<file path="src/rtl/snake_matrix_scan.sv">
`default_nettype none
// ---------------------------------------------------------------------------
// snake_matrix_scan: 8x8 row-scanned LED driver with frame snapshot and food blink. Rev 1.0
// ---------------------------------------------------------------------------
module snake_matrix_scan #(
  parameter int CNT_ROW     = 50_000,
  parameter int BLANK_CYC   = 500,
  parameter int BLINK_SCANS = 62
) (
  input  logic        sys_clk,
  input  logic        sys_rst_n,
  input  logic [23:0] snake_body,
  input  logic [2:0]  snake_len,
  input  logic [5:0]  score_position,
  input  logic        display_en,
  output logic [7:0]  row_sel,
  output logic [7:0]  col_data,
  output logic        frame_start
);

  localparam int DW = (CNT_ROW > 1) ? $clog2(CNT_ROW) : 1;
  localparam int SW = (BLINK_SCANS > 1) ? $clog2(BLINK_SCANS) : 1;
  localparam logic [DW-1:0] c_dwell_last = DW'(CNT_ROW - 1);
  localparam logic [DW-1:0] c_blank      = DW'(BLANK_CYC);
  localparam logic [SW-1:0] c_scan_last  = SW'(BLINK_SCANS - 1);
  localparam logic [23:0]   c_body_rst   = {4{6'd15}};

  logic [DW-1:0] r_dwell;
  logic [2:0]    r_row;
  logic [SW-1:0] r_scan;
  logic          r_food_on;
  logic [23:0]   r_snap_body;
  logic [2:0]    r_snap_len;
  logic [5:0]    r_snap_food;

  logic          w_dwell_wrap;
  logic          w_frame_wrap;
  logic [2:0]    w_len_clamped;
  logic [3:0]    w_seg_act;
  logic [5:0]    w_seg [4];
  logic [7:0]    w_pattern;

  assign w_dwell_wrap = (r_dwell == c_dwell_last);
  assign w_frame_wrap = w_dwell_wrap && (r_row == 3'd7);

  always_comb begin
    w_len_clamped = snake_len;
    if (snake_len == 3'd0) begin
      w_len_clamped = 3'd1;
    end else if (snake_len > 3'd4) begin
      w_len_clamped = 3'd4;
    end
  end

  always_ff @(posedge sys_clk or negedge sys_rst_n) begin
    if (!sys_rst_n) begin
      r_dwell <= '0;
      r_row   <= 3'd0;
    end else if (w_dwell_wrap) begin
      r_dwell <= '0;
      r_row   <= r_row + 3'd1;
    end else begin
      r_dwell <= r_dwell + DW'(1);
    end
  end

  // Game-core inputs are sampled only at the frame boundary to avoid tearing.
  always_ff @(posedge sys_clk or negedge sys_rst_n) begin
    if (!sys_rst_n) begin
      r_snap_body <= c_body_rst;
      r_snap_len  <= 3'd1;
      r_snap_food <= 6'd0;
    end else if (w_frame_wrap) begin
      r_snap_body <= snake_body;
      r_snap_len  <= w_len_clamped;
      r_snap_food <= score_position;
    end
  end

  always_ff @(posedge sys_clk or negedge sys_rst_n) begin
    if (!sys_rst_n) begin
      r_scan    <= '0;
      r_food_on <= 1'b1;
    end else if (w_frame_wrap) begin
      if (r_scan == c_scan_last) begin
        r_scan    <= '0;
        r_food_on <= ~r_food_on;
      end else begin
        r_scan <= r_scan + SW'(1);
      end
    end
  end

  assign w_seg[0]  = r_snap_body[23:18];
  assign w_seg[1]  = r_snap_body[17:12];
  assign w_seg[2]  = r_snap_body[11:6];
  assign w_seg[3]  = r_snap_body[5:0];
  assign w_seg_act = {r_snap_len == 3'd4, r_snap_len >= 3'd3, r_snap_len >= 3'd2, 1'b1};

  always_comb begin
    w_pattern = 8'h00;
    for (int c = 0; c < 8; c++) begin
      for (int k = 0; k < 4; k++) begin
        if (w_seg_act[k] && (w_seg[k] == {r_row, 3'(c)})) begin
          w_pattern[c] = 1'b1;
        end
      end
      if (r_food_on && (r_snap_food == {r_row, 3'(c)})) begin
        w_pattern[c] = 1'b1;
      end
    end
  end

  always_ff @(posedge sys_clk or negedge sys_rst_n) begin
    if (!sys_rst_n) begin
      row_sel     <= 8'h01;
      col_data    <= 8'h00;
      frame_start <= 1'b0;
    end else begin
      frame_start <= w_frame_wrap;
      row_sel     <= display_en ? (8'h01 << r_row) : 8'h00;
      col_data    <= (display_en && (r_dwell >= c_blank)) ? w_pattern : 8'h00;
    end
  end

endmodule
`default_nettype wire
</file>
<file path="config.mk">
export PLATFORM = sky130hd
export DESIGN_NAME = snake_matrix_scan
export DESIGN_NICKNAME = d
export VERILOG_FILES = /design/src/rtl/snake_matrix_scan.sv
export SDC_FILE = /design/constraint.sdc
export NUM_CORES = 1
export LEC_CHECK = 0
export ABC_AREA = 1
export ABC_CLOCK_PERIOD_IN_PS = 1650
export BUFFER_PORTS_ARGS = -buffer_cell sky130_fd_sc_hd__buf_2
export CAP_MARGIN = 40
export CORE_MARGIN = 2
export CORE_UTILIZATION = 35
export DETAILED_ROUTE_END_ITERATION = 6
export GPL_TIMING_DRIVEN = 0
export PLACE_DENSITY = 0.59
export SETUP_SLACK_MARGIN = 0.2
export SLEW_MARGIN = 20
export SYNTH_ARGS = -nofsm -noshare
export SYNTH_HDL_FRONTEND = slang
export SYNTH_SLANG_ARGS = --single-unit
</file>
<file path="constraint.sdc">
create_clock -name sys_clk -period 1.65 [get_ports sys_clk]
set_input_delay 0.0825 -clock sys_clk [delete_from_list [all_inputs] [get_ports sys_clk]]
set_output_delay 0.0825 -clock sys_clk [all_outputs]
set_load 0.02 [all_outputs]
</file>
==> flow_metrics.env <==
export IMPL_drive_above_1_share_pct=41.4
export IMPL_critPathLaunchType="flop"
export IMPL_synthTopCellsByCount="nand2_1, nor2_1, inv_1, dfrtp_1, nand3_1"
export IMPL_synth_top_cell_area_share_pct=33.5
export IMPL_finalSetupViolations=0
export IMPL_setup_tns_ns=0
export IMPL_dp_hpwl_um=7200
export IMPL_syn_area_per_cell_um2=8.18
export IMPL_nets=693
export IMPL_cts_made_buffers=9
export IMPL_p_leak_uw=0.00313
export IMPL_via_count=3812
export IMPL_die_y_um=114
export IMPL_final_max_slew_viol_count=0
export IMPL_synth_seq_cells=76
export IMPL_grt_ovfl_total=0
export IMPL_yosysTopAreaCell="dfrtp_1"
export IMPL_synth_enable_flop_cells=0
export IMPL_routedWlPerCell_um=14.0
export IMPL_synth_nets=566
export IMPL_yosysMostFrequentCell="nand2_1"
export IMPL_clock_fmax_mhz=645
export IMPL_ir_drop_mv=0.569
export IMPL_holdPathStages=3
export IMPL_outcome="finished clean"
export IMPL_worstPathArrival_ns=1.82
export IMPL_cts_htree_levels=3
export IMPL_finalWorstSetupSlack_ns=0.0988
export IMPL_drc=0
export IMPL_syn_area_mm2=0.00425
export IMPL_dr_pass1_iters=4
export IMPL_power_density_mw_per_mm2=681
export IMPL_fillCellCount=1070
export IMPL_seq_area_mm2=0.00193
export IMPL_min_period_over_period_pct=94.0
export IMPL_drtIter0Drc=220
export IMPL_cp_required_ns=1.92
export IMPL_ys_warn_count=0
export IMPL_initial_core_util_pct=35.6
export IMPL_cap_violations=0
export IMPL_finalCriticalPeriod_ns=1.55
export IMPL_grt_usage_pct=17.6
export IMPL_cts_root_buf="clkbuf_16"
export IMPL_gp_congestion=0.875
export IMPL_grt_pass1_wl_um=17900
export IMPL_final_hold_violation_count=0
export IMPL_die_w_um=114
export IMPL_synthCells=520
export IMPL_ff2ff_path_depth=9
export IMPL_ios=53
export IMPL_pre_cts_ws_ns=-0.0972
export IMPL_synth_area_top_cells="dfrtp_1, dfstp_2, nand2_1, nand3_1, nor2_1"
export IMPL_multi_input_area_mm2=0.00234
export IMPL_worst_slew_pin_transition_ns=0.380
export IMPL_cp_max_fo=10
export IMPL_crit_type="flop to flop"
export IMPL_hp_class="primary input to flop"
export IMPL_wirelength_um=11200
export IMPL_vias_per_cell=4.77
export IMPL_drtAntennaViolNets=0
export IMPL_diodes=0
export IMPL_fp_dieArea_mm2=0.0131
export IMPL_area_delta_synth_final_pct=43.7
export IMPL_std_cell_rows=40
export IMPL_portBuffers=52
export IMPL_ys_flop_type="dfrtp_1"
export IMPL_clockBufferDepth=2
export IMPL_synth_seq_area_share_pct=45.3
export IMPL_clk_insertion_delay_late_ns=0.34
export IMPL_grt_antenna_before_repair=1
export IMPL_grt_max_degree=57
export IMPL_core_area_mm2=0.0120
export IMPL_clk_pin_slew_ns=0.06
export IMPL_rsz0062_at_grt="true"
export IMPL_synth_cell_types=33
export IMPL_grt_pass1_vias=3771
export IMPL_final_util_pct=51.1
export IMPL_clock_skew_ns=0.00721
export IMPL_cts_sinks=76
export IMPL_endpoint_kind="flop"
export IMPL_async_reset_ff_share_pct=100
export IMPL_slew_headroom_pct=74.6
export IMPL_cts_tree="yes"
[critical path, stage by stage, from the launching register on]
cell and delay (ns):
dfrtp_1 0.43, nor2_2 0.14, nand3_2 0.14, nor2_4 0.16
nand2_4 0.08, nor2_8 0.14, buf_12 0.13, buf_12 0.13
nand2_2 0.07, o21ai_2 0.05
[kinds of logic (layout without fill, tap and decap cells)]
group                      Yosys count  after routing  synth area share [%]
AOI/OAI and AO/OA                   52             52                  8.59
xor gates and xnor gates            12             12                  2.47
adders and majority gates           10             10                  2.94
buffers and inverters               75            207                  8.59
DFF                                 76             76                  45.3
and+or+nand+nor                    295            295                  32.1
[metal layers]
| metal | global-route usage (%) | vias to the layer above | routed length [µm] | share of wire (%) |
|---|---|---|---|---|
| met5 | 0 | - | 16 | 0.14 |
| met4 | 7.07 | 2 | 188 | 1.7 |
| met3 | 3.49 | 16 | 330 | 2.9 |
| met2 | 29.5 | 61 | 5590 | 50 |
| met1 | 22.4 | 1841 | 5060 | 45 |
| li1 | - | 1892 | - | - |
[worst paths after layout]
path                                 start         endpoint  slack (ns)
min in group asynchronous        sys_rst_n       row_sel[5]        0.19
hold reg to reg            r_snap_body[20]  r_snap_body[20]        0.49
hold / removal                snake_len[2]    r_snap_len[2]        0.02
setup reg to reg                r_dwell[4]  r_snap_body[21]         0.1
max in group asynchronous        sys_rst_n    r_snap_len[0]        0.84
setup / recovery                r_dwell[4]  r_snap_body[21]         0.1
[cells in the final DEF (no fill, tap or decap), drive strengths merged, types with 2 or more instances in the layout]
cell | netlist | routed
dlygate4sd3 | 0 | 31
nand4 | 5 | 5
clkbuf | 0 | 12
nand2 | 142 | 142
nor2 | 81 | 81
dfstp | 19 | 19
xnor2 | 2 | 2
clkinv | 3 | 4
xor2 | 10 | 10
buf | 8 | 93
nand3 | 57 | 57
ha | 10 | 10
a21oi | 2 | 2
nor3 | 7 | 7
bufinv | 0 | 2
o21ai | 47 | 47
inv | 64 | 64
dfrtp | 57 | 57
[flip-flops by register name, indices dropped and copies added, names as in the netlist]
signal,flops
col_data,8
frame_start,1
r_dwell,16
r_food_on,1
r_row,3
r_scan,6
r_snap_body,24
r_snap_food,6
r_snap_len,3
row_sel,8
[stage by stage]
stage	instance area (µm²)	cells	power [µW]	hold WS (ns)
5_1_grt	6110	799	4310	0.0253
4_1_cts	5760	787	4210	0.00672
3_3_place_gp	4700	719	2000	0.289
3_5_place_dp	4730	720	2010	-0.00191
2_1_floorplan	4260	520	1910	-0.213
6_report	6110	799	4160	0.0186
[timing repair]
action,in CTS,in global routing
gates resized for setup,46,70
endpoints found under the hold margin,72,0
gates cloned,2,2
setup buffers,18,10
hold buffers,31,0
pin swaps,5,22
setup endpoints to repair,51,62
[final cells by class]
type | instances | area share [%]
well taps | 147 | 3.01
plain buffers | 8 | 1.90
inverters | 67 | 4.36
clock buffers | 12 | 4.03
flip-flops and latches | 76 | 31.6
repair buffers | 116 | 15.7
multi-input cells | 369 | 38.3
clock inverters | 4 | 1.19
[power breakdown]
| group | switching [µW] | internal, µW |
|---|---|---|
| sequential | 0.342 | 1870 |
| clock | 761 | 1360 |
| combinational | 82.8 | 87.2 |
| total | 844 | 3320 |
Note: power is estimated with default switching activity, not from simulation.
